File: config.mk
export PLATFORM = sky130hd
export DESIGN_NAME = l2_line_mover
export DESIGN_NICKNAME = d
export VERILOG_FILES = /design/src/rtl/l2_mover_pkg.sv /design/src/rtl/l2_evict_shift_reg.sv /design/src/rtl/l2_line_mover.sv
export SDC_FILE = /design/constraint.sdc
export NUM_CORES = 1
export LEC_CHECK = 0
export CORE_AREA = 2 2 282 284
export DETAILED_ROUTE_END_ITERATION = 7
export DIE_AREA = 0 0 284 286
export HOLD_SLACK_MARGIN = 0.12
export REMOVE_ABC_BUFFERS = 1
export SYNTH_ARGS = -nofsm -noshare
export SYNTH_HDL_FRONTEND = slang
export SYNTH_SLANG_ARGS = --single-unit
File: constraint.sdc
create_clock -name clk -period 8.7 [get_ports clk]
set_clock_uncertainty 0.05 [all_clocks]
set_input_delay 0.87 -clock clk [delete_from_list [all_inputs] [get_ports clk]]
set_output_delay 0.87 -clock clk [all_outputs]
set_load 0.1 [all_outputs]
File: src/rtl/l2_mover_pkg.sv
// Shared types and geometry for the L2 line mover: line/beat widths, command opcodes and FSM states.
package l2_mover_pkg;

    localparam int unsigned S_OFFSET   = 5;
    localparam int unsigned S_INDEX    = 3;
    localparam int unsigned BEAT_W     = 64;
    localparam int unsigned LINE_W     = 8 * (2 ** S_OFFSET);
    localparam int unsigned BEATS      = LINE_W / BEAT_W;
    localparam int unsigned BEAT_BYTES = BEAT_W / 8;
    localparam int unsigned WE_W       = 2 ** S_OFFSET;
    localparam int unsigned K_W        = $clog2(BEATS);
    localparam int unsigned CNT_W      = 16;

    localparam logic [K_W-1:0] K_LAST = K_W'(BEATS - 1);

    typedef enum logic {
        OP_FILL  = 1'b0,
        OP_EVICT = 1'b1
    } op_t;

    typedef enum logic [2:0] {
        ST_IDLE,
        ST_FILL,
        ST_EV_RD,
        ST_EV_CAP,
        ST_EV_TX,
        ST_DONE
    } state_t;

    // Byte write-enables covering the bytes of beat k within the line.
    function automatic logic [WE_W-1:0] beat_mask(input logic [K_W-1:0] k);
        logic [WE_W-1:0] base;
        base = {{(WE_W - BEAT_BYTES){1'b0}}, {BEAT_BYTES{1'b1}}};
        return base << (BEAT_BYTES * 32'(k));
    endfunction

endpackage

File: src/rtl/l2_evict_shift_reg.sv
// Evict line buffer: captures one array line and presents the beat selected by the beat counter.
module l2_evict_shift_reg
    import l2_mover_pkg::*;
(
    input  logic              clk,
    input  logic              rst,
    input  logic              load,
    input  logic [LINE_W-1:0] line_in,
    input  logic [K_W-1:0]    sel,
    output logic [BEAT_W-1:0] beat_out
);

    logic [LINE_W-1:0] line_q;
    logic [LINE_W-1:0] line_d;

    always_comb begin
        line_d = line_q;
        if (load) begin
            line_d = line_in;
        end
    end

    always_ff @(posedge clk or posedge rst) begin
        if (rst) begin
            line_q <= '0;
        end else begin
            line_q <= line_d;
        end
    end

    assign beat_out = line_q[BEAT_W * 32'(sel) +: BEAT_W];

endmodule

File: src/rtl/l2_line_mover.sv
// L2 line mover: FILL writes 4 bus beats into one set via byte enables; EVICT reads a set and streams 4 beats.
// Define L2_LINE_MOVER_STATS_EN to enable the saturating fill/evict completion counters.
module l2_line_mover
    import l2_mover_pkg::*;
(
    input  logic               clk,
    input  logic               rst,
    input  logic               cmd_valid,
    output logic               cmd_ready,
    input  logic               cmd_op,
    input  logic [S_INDEX-1:0] cmd_index,
    output logic               done,
    input  logic [BEAT_W-1:0]  mem_rdata,
    input  logic               mem_rvalid,
    output logic [BEAT_W-1:0]  mem_wdata,
    output logic               mem_wvalid,
    input  logic               mem_wready,
    output logic               arr_read,
    output logic [S_INDEX-1:0] arr_rindex,
    output logic [S_INDEX-1:0] arr_windex,
    output logic [WE_W-1:0]    arr_write_en,
    output logic [LINE_W-1:0]  arr_datain,
    input  logic [LINE_W-1:0]  arr_dataout,
    output logic [CNT_W-1:0]   fill_cnt,
    output logic [CNT_W-1:0]   evict_cnt
);

    state_t             state_q, state_d;
    logic [S_INDEX-1:0] idx_q, idx_d;
    logic [K_W-1:0]     k_q, k_d;
    logic               buf_load;
    logic [BEAT_W-1:0]  buf_beat;
    logic               accept;

    // cmd_ready stays low while rst is held even though the state already reads IDLE.
    assign accept = (state_q == ST_IDLE) && cmd_valid && !rst;

    l2_evict_shift_reg u_evict_buf (
        .clk      (clk),
        .rst      (rst),
        .load     (buf_load),
        .line_in  (arr_dataout),
        .sel      (k_q),
        .beat_out (buf_beat)
    );

    always_comb begin
        state_d      = state_q;
        idx_d        = idx_q;
        k_d          = k_q;
        cmd_ready    = 1'b0;
        done         = 1'b0;
        arr_read     = 1'b0;
        arr_write_en = '0;
        arr_datain   = '0;
        mem_wvalid   = 1'b0;
        mem_wdata    = '0;
        buf_load     = 1'b0;
        unique case (state_q)
            ST_IDLE: begin
                cmd_ready = !rst;
                if (accept) begin
                    idx_d   = cmd_index;
                    k_d     = '0;
                    state_d = (op_t'(cmd_op) == OP_EVICT) ? ST_EV_RD : ST_FILL;
                end
            end
            ST_FILL: begin
                // Write goes out in the same cycle as the beat; there is no backpressure on fills.
                if (mem_rvalid) begin
                    arr_write_en = beat_mask(k_q);
                    arr_datain   = {BEATS{mem_rdata}};
                    k_d          = k_q + K_W'(1);
                    if (k_q == K_LAST) begin
                        state_d = ST_DONE;
                    end
                end
            end
            ST_EV_RD: begin
                arr_read = 1'b1;
                state_d  = ST_EV_CAP;
            end
            ST_EV_CAP: begin
                buf_load = 1'b1;
                state_d  = ST_EV_TX;
            end
            ST_EV_TX: begin
                mem_wvalid = 1'b1;
                mem_wdata  = buf_beat;
                if (mem_wready) begin
                    k_d = k_q + K_W'(1);
                    if (k_q == K_LAST) begin
                        state_d = ST_DONE;
                    end
                end
            end
            ST_DONE: begin
                done    = 1'b1;
                state_d = ST_IDLE;
            end
            default: begin
                state_d = ST_IDLE;
            end
        endcase
    end

    always_ff @(posedge clk or posedge rst) begin
        if (rst) begin
            state_q <= ST_IDLE;
            idx_q   <= '0;
            k_q     <= '0;
        end else begin
            state_q <= state_d;
            idx_q   <= idx_d;
            k_q     <= k_d;
        end
    end

    assign arr_rindex = idx_q;
    assign arr_windex = idx_q;

`ifdef L2_LINE_MOVER_STATS_EN
    op_t              op_q, op_d;
    logic [CNT_W-1:0] fill_cnt_q, fill_cnt_d;
    logic [CNT_W-1:0] evict_cnt_q, evict_cnt_d;

    // Completion counters saturate rather than wrap.
    always_comb begin
        op_d        = op_q;
        fill_cnt_d  = fill_cnt_q;
        evict_cnt_d = evict_cnt_q;
        if (accept) begin
            op_d = op_t'(cmd_op);
        end
        if (state_q == ST_DONE) begin
            if ((op_q == OP_FILL) && (fill_cnt_q != '1)) begin
                fill_cnt_d = fill_cnt_q + CNT_W'(1);
            end
            if ((op_q == OP_EVICT) && (evict_cnt_q != '1)) begin
                evict_cnt_d = evict_cnt_q + CNT_W'(1);
            end
        end
    end

    always_ff @(posedge clk or posedge rst) begin
        if (rst) begin
            op_q        <= OP_FILL;
            fill_cnt_q  <= '0;
            evict_cnt_q <= '0;
        end else begin
            op_q        <= op_d;
            fill_cnt_q  <= fill_cnt_d;
            evict_cnt_q <= evict_cnt_d;
        end
    end

    assign fill_cnt  = fill_cnt_q;
    assign evict_cnt = evict_cnt_q;
`else
    assign fill_cnt  = '0;
    assign evict_cnt = '0;
`endif

endmodule

==> results.cfg <==
[run_status]
status = finished, final reports clean

[finish]
nets = 1857
area_growth_pct = 46.2
multi_input_comb_area_um2 = 6470
register_area_um2 = 6620
drive_gt1_share_pct = 26.9
design_area_um2 = 22500
fillers = 8009

[power]
power_switching_mw = 4.82
combPwrFrac_pct = 60.8
p_int_mw = 4.88
p_sw_share_pct = 49.6
power.share.sequential_pct = 24.1
p_leak_nw = 9.83
p_total_mw = 9.70
cellPowerDensity_nw_per_um2 = 430
peakVddDrop_mv = 0.166
p_clk_share_pct = 15.1

[clocking]
cts_buffers = 35
cts-htree-levels = 2
cts_tree = done
clockBufferDepth = 3
post_cts_buffers = 0
cts_sinks = 264
root_buffer = clkbuf_16
post_cts_resized = 0
path_clk_slew_ns = 0.05
insertion_delay_ns = 0.52
cts_hold_buf = 0

[global_routing]
grt_pass1_vias = 11100
grt_pass1_wl_um = 87200
grt_use_total_pct = 15.0
grt_max_degree = 146
grt_overflow = 0
antenna_found_initial = 15

[floorplan]
ios = 723
die_h_um = 286
core-area_um2 = 78400
die-width_um = 284
rows = 103
die-area_um2 = 81200
start_util_pct = 19.7

[route]
wirelength_um = 63700
highest_layer = met5
ant_nets = 0
routedWlPerCell_um = 24.6
drtIter0Drc = 372
wl_met3_um = 3950
drc = 0
drt_first_pass_iters = 4
avgViaCountPerCell = 3.88
dr_wl_met2_um = 36000
drt-met1-wl_um = 21600
num_vias = 10100

[timing]
finalCritPeriodShare_pct = 57.9
slew_viol_final = 0
fmax_mhz = 198
min_period_ns = 5.04
worst_pin_slew_ns = 1.12
tns_ns = 0
hold_viol = 0
rsz0062_at_grt = false
setup_violations = 0
relSlewSlack_pct = 25.3

[synthesis]
synth_most_common_cell = dfrtp_1
seq_area_frac_synth_pct = 42.9
syn-mean-instance-area_um2 = 14.3
yosysWarnings = 0
async_flop_share_pct = 100
ys_top_cells_by_count = dfrtp_1 (264), buf_4 (261), mux2_4 (240)
synth_area_leaders = dfrtp_1 (43%), mux2_4 (23%), buf_4 (13%)
synthesis.area_um2 = 15400
yosysTopAreaCellShare_pct = 42.9
synth_flop_cell = dfrtp_1
syn_inst = 1077
synth_edf_count = 0
synth.distinct_cells = 30
synth-seq-cells = 264
yosysTopAreaCell = dfrtp_1

[placement]
place.gp.congestion = 0.881
placed_area_um2 = 21400
post-dp-hpwl_um = 49900
portBuffers = 690

[setup_path]
crit_type = reg -> out
cp_data_required_time_ns = 7.78
worstRegToRegCells = 4
cp_max_fo = 70
startpoint = state_q[0]$_DFFE_PP0P_
startpoint_type = register
critPathCaptureType = output pin
rr_endpoint = u_evict_buf.line_q[82]$_DFFE_PP0P_
cp.arrival_ns = 4.12
r2r_slack_ns = 5.08
r2r-start = state_q[2]$_DFFE_PP0P_

[min_path]
hold_class = reg -> reg
whs_endpoint = u_evict_buf.line_q[74]$_DFFE_PP0P_
worstHoldStart = u_evict_buf.line_q[74]$_DFFE_PP0P_
holdPathStages = 1

[run]
cap_violations = 0
-- placed cells by master, fill, tap and decap left out, types with 3 or more instances in the layout --
cell type        netlist  routed
clkinv_2               0       3
conb_1                 1      32
buf_4                261      27
mux4_2                64      64
clkbuf_8               0       5
clkdlybuf4s50_1        0     671
nand2_1                3       3
dfrtp_1              264     261
o21ai_0                6       6
clkbuf_16              0      37
mux2_2                19      19
and3_1                64      64
mux2_4               240     240
a21oi_1                3       3
inv_1                  4       3
and2_1                68      68
ha_1                   4       4
bufinv_16              0       3
clkbuf_1              21       3
-- critical path, stage by stage (launching register included) --
cell	delay, ns
dfrtp_1	0.85
and4bb_2	0.32
buf_4	0.47
and2_1	0.60
clkdlybuf4s50_1	1.25
-- stage by stage --
step                hold slack [ns]  setup WS, ns  util (%)  std cells
floorplan                     0.425        -0.228         -        787
global placement              0.434          3.62      27.3       2537
detailed placement            0.439          3.72      27.3       2537
CTS                           0.455          3.53      28.8       2593
global route                  0.464          3.46      28.8       2594
finish                        0.452          3.66      28.8       2595
-- final cells by class --
| type | instances | share of cell area (%) |
|---|---|---|
| Timing Repair Buffer | 700 | 30.9 |
| Sequential cell | 264 | 29.3 |
| Multi-Input combinational cell | 519 | 28.7 |
| Tap cell | 1050 | 5.83 |
| Clock buffer | 45 | 4.46 |
| Clock inverter | 11 | 0.661 |
| Inverter | 4 | 0.0999 |
| Antenna cell | 2 | 0.0222 |
-- cell families after synthesis --
family | Yosys count | synth area share, %
AOI/OAI and AO/OA | 12 | 0.479
muxes | 323 | 34.1
and+or+nand+nor | 148 | 6.23
other | 1 | 0.0243
buffers and inverters | 325 | 16.0
DFF | 264 | 42.9
adders and majority gates | 4 | 0.325
-- sequential cells by signal (all words and copies together) (netlist names) --
signal              count
state_q                 3
u_evict_buf.line_q    256
k_q                     2
arr_rindex              3
-- per-layer routing --
metal | GRT usage, % | up-vias
li1 | - | 4360
met1 | 14.9 | 5158
met2 | 29.9 | 459
met3 | 3.77 | 96
met4 | 5.41 | 4
met5 | 0 | -
-- power groups by stage --
stage / Combinational [mW] / Sequential (mW) / Clock (mW)
3_5_place_dp: 5.95 / 2.34 / 0
3_3_place_gp: 5.90 / 2.31 / 0
2_1_floorplan: 4.54 / 2.32 / 0
6_report: 5.90 / 2.34 / 1.47
5_1_grt: 6.09 / 2.42 / 1.56
4_1_cts: 5.96 / 2.34 / 1.51
-- worst max path at each step --
| stage | to | slack (ns) | cells after the start |
|---|---|---|---|
| after global placement | arr_datain[69] | 3.62 | 5 |
| after detailed placement | arr_datain[5] | 3.72 | 5 |
| after CTS | arr_datain[5] | 3.53 | 5 |
| final | arr_datain[4] | 3.66 | 4 |
| after floorplan | arr_write_en[24] | -0.23 | 2 |
| after global routing | mem_wdata[49] | 3.46 | 4 |
Note: power is estimated with default switching activity, not from simulation.
